==> src/rtl/spi_pixel_master.sv <==
// SPI mode-0 initiator: one full-duplex PIXEL_BITS frame per accepted request, MSB first.
// Define SPI_MASTER_PXRDY_EN to emit a registered px_rdy_o pulse the cycle after done_o.
module spi_pixel_master #(
   parameter int unsigned PIXEL_BITS = 24,
   parameter int unsigned CLK_DIV    = 4
) (
   input  logic                  clk_i,
   input  logic                  nreset_i,
   input  logic                  start_i,
   input  logic [PIXEL_BITS-1:0] tx_px_i,
   output logic                  busy_o,
   output logic                  done_o,
   output logic [PIXEL_BITS-1:0] rx_px_o,
   output logic                  spi_sck_o,
   output logic                  spi_cs_o,
   output logic                  spi_sdo_o,
   input  logic                  spi_sdi_i,
   output logic                  px_rdy_o
);

   localparam int unsigned   BW       = (PIXEL_BITS > 1) ? $clog2(PIXEL_BITS) : 1;
   localparam logic [7:0]    PH_LAST  = 8'(CLK_DIV - 1);
   localparam logic [BW-1:0] BIT_LAST = BW'(PIXEL_BITS - 1);

   typedef enum logic [2:0] {
      ST_IDLE,
      ST_SETUP,
      ST_SHIFT,
      ST_HOLD,
      ST_GAP
   } state_e;

   state_e                state_q, state_d;
   logic [7:0]            ph_q, ph_d;
   logic [BW-1:0]         bit_q, bit_d;
   logic                  hi_q, hi_d;
   logic                  ph_end;
   logic [PIXEL_BITS-1:0] tx_sr_q, tx_sr_d;
   logic [PIXEL_BITS-1:0] rx_sr_q, rx_sr_d;
   logic [PIXEL_BITS-1:0] rx_px_q, rx_px_d;
   logic                  sck_q, sck_d;
   logic                  cs_q, cs_d;
   logic                  sdo_q, sdo_d;
   logic                  busy_q, busy_d;
   logic                  done_q, done_d;
   logic                  px_rdy_q, px_rdy_d;

   always_ff @(posedge clk_i or negedge nreset_i) begin
      if (!nreset_i) begin
         state_q  <= ST_IDLE;
         ph_q     <= '0;
         bit_q    <= '0;
         hi_q     <= 1'b0;
         tx_sr_q  <= '0;
         rx_sr_q  <= '0;
         rx_px_q  <= '0;
         sck_q    <= 1'b0;
         cs_q     <= 1'b1;
         sdo_q    <= 1'b0;
         busy_q   <= 1'b0;
         done_q   <= 1'b0;
         px_rdy_q <= 1'b0;
      end else begin
         state_q  <= state_d;
         ph_q     <= ph_d;
         bit_q    <= bit_d;
         hi_q     <= hi_d;
         tx_sr_q  <= tx_sr_d;
         rx_sr_q  <= rx_sr_d;
         rx_px_q  <= rx_px_d;
         sck_q    <= sck_d;
         cs_q     <= cs_d;
         sdo_q    <= sdo_d;
         busy_q   <= busy_d;
         done_q   <= done_d;
         px_rdy_q <= px_rdy_d;
      end
   end

   // Every non-idle state is CLK_DIV cycles long; SHIFT splits each bit into a high and a low phase.
   always_comb begin
      state_d = state_q;
      ph_d    = ph_q;
      bit_d   = bit_q;
      hi_d    = hi_q;
      ph_end  = (ph_q == PH_LAST);
      if (state_q != ST_IDLE) begin
         ph_d = ph_end ? '0 : ph_q + 8'd1;
      end
      unique case (state_q)
         ST_IDLE: begin
            if (start_i) begin
               state_d = ST_SETUP;
               ph_d    = '0;
               bit_d   = '0;
               hi_d    = 1'b1;
            end
         end
         ST_SETUP: if (ph_end) state_d = ST_SHIFT;
         ST_SHIFT: begin
            if (ph_end) begin
               if (hi_q) begin
                  hi_d = 1'b0;
               end else if (bit_q == BIT_LAST) begin
                  state_d = ST_HOLD;
               end else begin
                  bit_d = bit_q + BW'(1);
                  hi_d  = 1'b1;
               end
            end
         end
         ST_HOLD: if (ph_end) state_d = ST_GAP;
         ST_GAP:  if (ph_end) state_d = ST_IDLE;
         default: state_d = ST_IDLE;
      endcase
   end

   // Outputs are decoded from the current state and registered, so pins trail the FSM by one
   // cycle; shifts key off the sck_d/sck_q pair so data moves on the same edge as the pin.
   always_comb begin
      sck_d   = (state_q == ST_SHIFT) && hi_q;
      cs_d    = !(state_q inside {ST_SETUP, ST_SHIFT, ST_HOLD});
      busy_d  = (state_q != ST_IDLE);
      done_d  = (state_q == ST_GAP) && (ph_q == '0);
      tx_sr_d = tx_sr_q;
      rx_sr_d = rx_sr_q;
      rx_px_d = rx_px_q;
      if ((state_q == ST_IDLE) && start_i) begin
         tx_sr_d = tx_px_i;
      end else if (sck_q && !sck_d && (bit_q != BIT_LAST)) begin
         tx_sr_d = {tx_sr_q[PIXEL_BITS-2:0], 1'b0};
      end
      if (sck_d && !sck_q) begin
         rx_sr_d = {rx_sr_q[PIXEL_BITS-2:0], spi_sdi_i};
      end
      if (done_d) begin
         rx_px_d = rx_sr_q;
      end
      sdo_d = (state_q != ST_IDLE) ? tx_sr_d[PIXEL_BITS-1] : 1'b0;
`ifdef SPI_MASTER_PXRDY_EN
      px_rdy_d = done_q;
`else
      px_rdy_d = 1'b0;
`endif
   end

   assign busy_o    = busy_q;
   assign done_o    = done_q;
   assign rx_px_o   = rx_px_q;
   assign spi_sck_o = sck_q;
   assign spi_cs_o  = cs_q;
   assign spi_sdo_o = sdo_q;
   assign px_rdy_o  = px_rdy_q;

endmodule

==> config.mk <==
export PLATFORM = sky130hd
export DESIGN_NAME = spi_pixel_master
export DESIGN_NICKNAME = d
export VERILOG_FILES = /design/src/rtl/spi_pixel_master.sv
export SDC_FILE = /design/constraint.sdc
export NUM_CORES = 1
export LEC_CHECK = 0
export ABC_AREA = 0
export BUFFER_PORTS_ARGS = -buffer_cell sky130_fd_sc_hd__buf_2
export CAP_MARGIN = 20
export CORE_ASPECT_RATIO = 1.4
export CORE_MARGIN = 2
export CORE_UTILIZATION = 55
export DETAILED_ROUTE_END_ITERATION = 8
export GPL_TIMING_DRIVEN = 0
export PLACE_DENSITY = 0.77
export SKIP_CTS_REPAIR_TIMING = 1
export SYNTH_ARGS = -nofsm -noshare
export SYNTH_HDL_FRONTEND = slang
export SYNTH_SLANG_ARGS = --single-unit
==> constraint.sdc <==
create_clock -name clk_i -period 2.3 [get_ports clk_i]
set_input_delay 0.46 -clock clk_i [delete_from_list [all_inputs] [get_ports clk_i]]
set_output_delay 0.46 -clock clk_i [all_outputs]
set_load 0.01 [all_outputs]
After elaboration in Yosys (flattened, before gate mapping)
Cells that the tools add are included.
{"block": "word_totals", "output_inout_bits": 30, "reg_bits": 94, "word_cells": 73, "in_bits": 28}
{"block": "op_classes", "n_addsub": 2, "eq_ne": 15, "n_mux": 25, "reduce_logical": 18}
{"op": "24-bit two-way mux", "n": 2}
{"op": "8-bit two-way mux", "n": 4}
{"op": "3-bit two-way mux", "n": 7}
{"op": "5-bit two-way mux", "n": 4}
{"op": "2-bit inequality test (second input constant)", "n": 8}
{"op": "3-bit case mux with 5 select lines", "n": 1}
{"op": "5-bit case mux with 2 select lines", "n": 1}
{"op": "8-bit by 1-bit adder with 8-bit output (second input constant)", "n": 1}
{"op": "8-bit by 2-bit equality test with 1-bit output (second input constant)", "n": 1}
{"op": "8-bit zero test", "n": 1}
{"op": "7-bit AND reduction", "n": 1}
{"op": "3-bit by 2-bit equality test with 1-bit output (second input constant)", "n": 2}
{"op": "1-bit logical AND", "n": 6}
{"op": "3-bit nonzero test", "n": 2}
{"op": "5-bit by 1-bit adder with 5-bit output (second input constant)", "n": 1}
{"op": "5-bit equality test (second input constant)", "n": 1}
{"op": "1-bit two-way mux", "n": 5}
{"op": "5-bit inequality test (second input constant)", "n": 1}
{"op": "5-bit AND reduction", "n": 1}
{"op": "2-bit nonzero test", "n": 2}
{"op": "3-bit by 1-bit equality test with 1-bit output (second input constant)", "n": 1}
{"op": "3-bit equality test (second input constant)", "n": 1}
{"op": "1-bit zero test", "n": 3}
{"op": "3-bit zero test", "n": 1}
{"op": "2 further kinds", "n": 2}

Longest topological paths before layout
Gate-level depths: netlist of the first run.
{"block": "depth", "word_depth": 8, "depth_mapped": 7}

Least setup slack after synthesis of the first run
No wires, ideal clock.
{"block": "synth_path", "path_type": "register -> register", "start": "register ph_q[3]", "end": "register rx_px_q[10], in the netlist rx_px_o[10]", "arrival_time_ns": 1.753, "path_slack_ns": 0.422, "setup_time_ns": 0.125, "path_stages_with_launch": 6, "path_cell_list": "dfrtp_1 -> nor4_4 -> nor3b_4 -> nand4_4 -> buf_6 -> mux2_4"}
{"block": "synth_between", "elab_chain_cells": 2}
{"element": "from (decl)", "line_no": "34", "text": "logic [7:0] ph_q, ph_d;"}
{"element": "from (signal assigned)", "line_no": "65", "text": "ph_q <= ph_d;"}
{"element": "8-bit zero test", "line_no": "124", "text": "done_d = (state_q == ST_GAP) && (ph_q == '0);"}
{"element": "1-bit logical AND", "line_no": "124"}
{"element": "to (signal assigned)", "line_no": "70", "text": "rx_px_q <= rx_px_d;"}
{"element": "to (decl)", "line_no": "40", "text": "logic [PIXEL_BITS-1:0] rx_px_q, rx_px_d;"}
No other way between the ends.
A chain may end at the register's enable or synchronous reset.

Worst setup path in the final report of the first run
{"block": "layout_path", "start": "register ph_q[0]", "end": "register state_q[0]"}
{"block": "layout_between", "elab_chain_cells": 3, "word_cells_on_any_way": 6}
{"element": "8-bit by 2-bit equality test with 1-bit output (*)", "line_no": "86", "text": "ph_end = (ph_q == PH_LAST);"}
{"element": "2-bit inequality test (no line)"}
{"element": "7-bit AND reduction (no line) (*)"}
{"element": "to (signal assigned)", "line_no": "64", "text": "state_q <= state_d;"}
{"element": "to (decl)", "line_no": "33", "text": "state_e state_q, state_d;"}
Mark *: on every way between the ends. The rest lies on a longest branch, timed or not.

==> results of run 1 <==
-- layout make-up --
cell class	instances	share of cell area (%)
sequential	94	49.8
multi-input combinational	233	34.7
timing repair buffer	57	6.56
clock buffer	12	2.86
tap	97	2.57
buffer	18	1.96
clock inverter	4	1.01
inverter	8	0.635
-- worst max-delay path, stage by stage, from the launching register on --
cell and delay [ns]:
dfrtp_1 0.42, ha_1 0.22, nor3b_2 0.36, nand2_1 0.21, or4_1 0.52, a221oi_1 0.29
-- flip-flops by register name, indices dropped and copies added (netlist names), 3 cells and up --
signal,flops
bit_q,5
rx_sr_q,24
tx_sr_q,24
rx_px_o,24
state_q,3
ph_q,8
-- worst paths after layout --
path	to	slack, ns	depth (start not counted)
min in group clk_i	tx_sr_q[0]$_DFFE_PN0P_	0.30	3
worst max register to register	state_q[0]$_DFFE_PN0P_	0.18	5
worst min register to register	rx_px_o[16]$_DFFE_PN0P_	0.51	1
max in group asynchronous	spi_cs_o$_DFF_PN1_	1.61	2
worst min-delay path	ph_q[3]$_DFF_PN0_	0.04	1
worst max-delay path	state_q[0]$_DFFE_PN0P_	0.18	5
-- power by group through the flow --
stage                     registers (uW)  logic [uW]  clock network [uW]
after floorplan                     1690        7.10                   0
after global placement              1690        62.9                   0
after detailed placement            1690        70.1                   0
after CTS                           1660        70.4                1070
after global routing                1660        78.5                1140
final                               1660        67.1                1040
-- layer usage --
metal,global-route usage [%],vias to the layer above,part of all wire [%]
met2,32.6,51,51
met3,3.65,9,3.4
met4,8.04,0,1.4
met1,25.0,1381,44
li1,-,1368,-
met5,0,-,0
-- cell families (layout without fill, tap and decap cells) --
kind of cell / count (synthesis) / after routing / share of synthesized area (%)
buffers and inverters: 26 / 99 / 2.98
AO/OA/AOI/OAI: 70 / 70 / 9.46
other: 1 / 1 / 0.0911
adder cells (fa/ha/maj): 3 / 3 / 0.912
flip-flops: 94 / 94 / 57.2
XOR/XNOR: 3 / 3 / 0.639
multiplexers: 51 / 51 / 15.6
AND/OR/NAND/NOR: 105 / 105 / 13.1
-- per-stage QoR --
step | hold slack (ns) | instance area (um^2) | utilization (%) | total power [uW]
after floorplan | 0.164 | 4120 | - | 1700
after global placement | 0.484 | 4520 | 61.8 | 1760
after detailed placement | 0.442 | 4550 | 62.2 | 1760
after CTS | 0.0565 | 4730 | 64.7 | 2800
after global routing | 0.0622 | 4730 | 64.7 | 2880
final | 0.0425 | 4730 | 64.7 | 2770
-- synthesized netlist by cell type (all sizes together) (2+ instances only) --
cell type and count:
nand3 5, nor4 4, and3 3, o21ai 6, or4 2, nor2 31, nand4 4, nand4b 2
nand2 42, nor3b 2, clkbuf 10, nor3 2, mux2i 3, and2 2, xnor2 2, ha 3
dfrtp 93, mux2 48, buf 8, a21oi 50, inv 8, and4b 2, a31oi 4
==> out/metrics.cfg, run 1 <==
[run_status]
status = finished clean

[critical_path]
cp_max_fo = 6
critPathLaunchType = register
startpoint = ph_q[0]$_DFF_PN0_
worstPathArrival_ns = 2.37
path_class = reg -> reg
end_kind = register
required_ns = 2.55
rr_startpoint = ph_q[0]$_DFF_PN0_

[timing]
setup_viol = 0
finalCritPeriodShare_pct = 92.4
max_freq_mhz = 471
relSlewSlack_pct = 59.8
finClkSkew_ns = 0.00910
tns_ns = 0
final-max-slew-violation-count = 0
hold_violations = 0
worst_slew_pin_slew_ns = 0.597
finalCriticalPeriod_ns = 2.12
rsz0062_at_grt = no
setup_slack_ns = 0.175

[power_and_ir_drop]
combPwrFrac_pct = 2.4
p_clk_share_pct = 37.7
ir_drop_mv = 0.479
p_switching_uw = 587
p_sw_share_pct = 21.2
pwr-share-seq_pct = 59.9
leakage_uw = 0.00235
power.density_nw_per_um2 = 586
p_int_uw = 2180

[yosys]
yosysSeqAreaShare_pct = 57.2
synth_top_area_cell = dfrtp_1
syn_area_um2 = 4120
synth.top_cells.by_area = dfrtp_1 (57%), mux2_2 (7.9%), mux2_4 (6.9%), a21oi_1 (6.1%), nand2_1 (3.8%)
synth_edf_count = 0
synth_cell_type_count = 47
yosys_warnings = 0
postSynthCellCount = 353
avgSynthCellArea_um2 = 11.7
syn_nets = 384
synth_top_area_share_pct = 56.6
ys_ff_latch = 94
async_flop_share_pct = 100
synthFlopType = dfrtp_1

[min_path]
min_path_type = in -> async

[detailed_routing]
route.detailed.drc = 0
via_per_inst = 5.37
routed_wl_mm = 7.29
routed-via-count = 2809
final_antenna_net_count = 0
first_pass_iters = 4
first_iter_violations = 104
wire_per_inst_um = 13.9

[cts]
clk_transition_reported_paths_ns = 0.09
h-tree-depth = 3
cts-root-buf = clkbuf_8
cts_tree = done
clock_path_buffers = 2
clk_latency_ns = 0.35
numCtsBuffers = 9
cts.sinks = 94

[placed_design]
pre_cts_slack_ns = 0.192
gp_congestion = 0.815
dp_hpwl_mm = 5.13
dp.cells = 507
portBuffers = 56

[final_layout]
layout-drive-gt1-share_pct = 31.2
fin_nets = 452
fillers = 606
multiInputGateArea_um2 = 1640
layout_commonest_cell = dfrtp_1
diodes = 0
area_delta_synth_final_pct = 14.9
final_cell_mix = dfrtp_1 (93), buf_2 (60), a21oi_1 (50)
fin_cells = 523
seq_area_um2 = 2350

[flow_run]
maxCapViolations = 0

[die]
die_w_um = 77.1
ios = 58
core_um2 = 7310
initial_utilization_pct = 56.3
die_y_um = 106
rows = 37
die_area_um2 = 8200

[grt]
overflow = 0
grt_max_degree = 63
grt_pass1_wl_mm = 12.7
grt_pass1_vias = 2761
grt_antenna_before_repair = 0
track_usage_pct = 19.5

(Power assumes the default switching activity.)
==> inputs of run 2 (changes only) <==
--- a/config.mk
+++ b/config.mk
@@ -13,7 +13,8 @@
 export CORE_UTILIZATION = 55
 export DETAILED_ROUTE_END_ITERATION = 8
 export GPL_TIMING_DRIVEN = 0
-export PLACE_DENSITY = 0.77
+export HOLD_SLACK_MARGIN = 0.02
+export PLACE_DENSITY_LB_ADDON = 0.2
 export SKIP_CTS_REPAIR_TIMING = 1
 export SYNTH_ARGS = -nofsm -noshare
 export SYNTH_HDL_FRONTEND = slang
==> out/metrics.cfg, run 2 (same netlist as run 1, synthesis figures left out) <==
[run_status]
status = finished clean

[die]
rows = 37  ; unchanged
initial_utilization_pct = 56.3  ; unchanged
ios = 58  ; unchanged
die_y_um = 106  ; unchanged
die_area_um2 = 8200  ; unchanged
die_w_um = 77.1  ; unchanged
core_um2 = 7310  ; unchanged

[critical_path]
rrSetupSlack_ns = 0.20  ; +0.02 ns
critPathLaunchType = register
crit_path_top_delay_cell = or4_1
critPathMaxStageDelay_ns = 0.51  ; about the same
end_kind = register
worstPathArrival_ns = 2.36  ; about the same
path_cells = ha_1 -> nor3b_2 -> nand2_1 -> or4_1 -> a221oi_1
path_class = reg -> reg
rr_worst_depth = 5  ; unchanged
cp_max_fo = 6  ; unchanged
required_ns = 2.56  ; about the same

[final_layout]
multiInputGateArea_um2 = 1640  ; unchanged
diodes = 0  ; unchanged
layout_commonest_cell = dfrtp_1
layout-drive-gt1-share_pct = 31.9  ; +0.63 points
seq_area_um2 = 2350  ; unchanged
fin_nets = 453  ; +0.22%
final_util_pct = 65.3  ; +0.68 points
final_cell_mix = dfrtp_1 (93), buf_2 (60), a21oi_1 (50)
area_delta_synth_final_pct = 16.1
fillers = 609  ; +0.50%

[timing]
finClkSkew_ns = 0.00734  ; -0.00176 ns
finalCriticalPeriod_ns = 2.10  ; -0.0246 ns
worst_slew_pin_slew_ns = 0.577  ; -0.0207 ns
worst_hold_slack_ns = 0.297  ; +0.255 ns
relSlewSlack_pct = 61.2  ; +1.4 points
hold_violations = 0  ; unchanged
tns_ns = 0  ; unchanged
setup_viol = 0  ; unchanged
final-max-slew-violation-count = 0  ; unchanged
finalCritPeriodShare_pct = 91.3  ; -1.1 points
max_freq_mhz = 476  ; +1.2%
rsz0062_at_grt = no

[cts]
numCtsBuffers = 9  ; unchanged
h-tree-depth = 3  ; unchanged
clk_transition_reported_paths_ns = 0.09  ; about the same
cts-root-buf = clkbuf_8
clock_path_buffers = 2  ; unchanged
clk_latency_ns = 0.36  ; about the same
cts.sinks = 94  ; unchanged
cts_tree = done

[detailed_routing]
wl_met3_um = 328  ; +33%
wire_per_inst_um = 14.0  ; +0.73%
route.detailed.drc = 0  ; unchanged
first_pass_iters = 4  ; unchanged
first_iter_violations = 119  ; +14%
routed_wl_mm = 7.36  ; +0.92%
final_antenna_net_count = 0  ; unchanged
maxUsedRoutingLayer = met4
met1_length_mm = 3.20  ; about the same
routed-via-count = 2848  ; +1.4%
via_per_inst = 5.44  ; +1.2%
met2_wirelength_mm = 3.73  ; -0.24%

[placed_design]
portBuffers = 56  ; unchanged
gp_congestion = 0.821  ; +0.71%
dp_hpwl_mm = 5.22  ; +1.8%

[flow_run]
maxCapViolations = 0  ; unchanged

[power_and_ir_drop]
power.density_nw_per_um2 = 611  ; +4.3%
leakage_uw = 0.00237  ; +0.94%
ir_drop_mv = 0.409  ; -15%

[grt]
grt_max_degree = 73  ; +16%
grt_pass1_wl_mm = 12.8  ; +0.27%
overflow = 0  ; unchanged
grt_pass1_vias = 2763  ; +0.072%
track_usage_pct = 19.7  ; +0.26 points
grt_antenna_before_repair = 0  ; unchanged

[min_path]
min_path_type = in -> reg
hold_depth = 3

[run 2: area by class of cell]
class                      instances  share of cell area (%)
multi-input combinational        233                    34.3
timing repair buffer              58                    6.70
sequential                        94                    49.2
tap                               97                    2.54
clock buffer                      10                    2.88
inverter                           8                   0.628
buffer                            18                    1.94
clock inverter                     6                    1.78
[run 2: through the flow]
step           setup slack [ns]  cell area (um^2)  total power, uW  instances
6_report                  0.200              4780             2920        524
3_3_place_gp            -0.0970              4520             1760        506
5_1_grt                  0.0126              4780             3040        524
4_1_cts                   0.199              4770             2960        523
2_1_floorplan             0.422              4120             1700        353
3_5_place_dp              0.214              4550             1760        507
[run 2: path summary, 6_finish.rpt]
path | startpoint | end
worst max-delay path | ph_q[0]$_DFF_PN0_ | state_q[0]$_DFFE_PN0P_
worst min-delay path | tx_px_i[0] | tx_sr_q[0]$_DFFE_PN0P_
worst max register to register | ph_q[0]$_DFF_PN0_ | state_q[0]$_DFFE_PN0P_
worst min register to register | rx_px_o[12]$_DFFE_PN0P_ | rx_px_o[12]$_DFFE_PN0P_
max in group asynchronous | nreset_i | tx_sr_q[2]$_DFFE_PN0P_
min in group asynchronous | nreset_i | ph_q[4]$_DFF_PN0_
[run 2: layer usage]
metal | vias up | GRT usage (%)
met4 | 0 | 6.63
met3 | 8 | 5.60
met1 | 1408 | 25.2
met2 | 59 | 32.5
li1 | 1373 | -
met5 | - | 0
[run 2: where the power goes]
group / total, uW / internal, uW / switching, uW
logic: 69.1 / 27.6 / 41.5
registers: 1660 / 1660 / 3.66
clock network: 1190 / 638 / 554
total: 2920 / 2320 / 599
[run 2: worst max-delay path, delay by kind of cell (launching register included)]
family,cells,cell delay [ns]
simple gates,3,1.09
flops,1,0.43
fa+ha+maj,1,0.23
compound gates,1,0.26
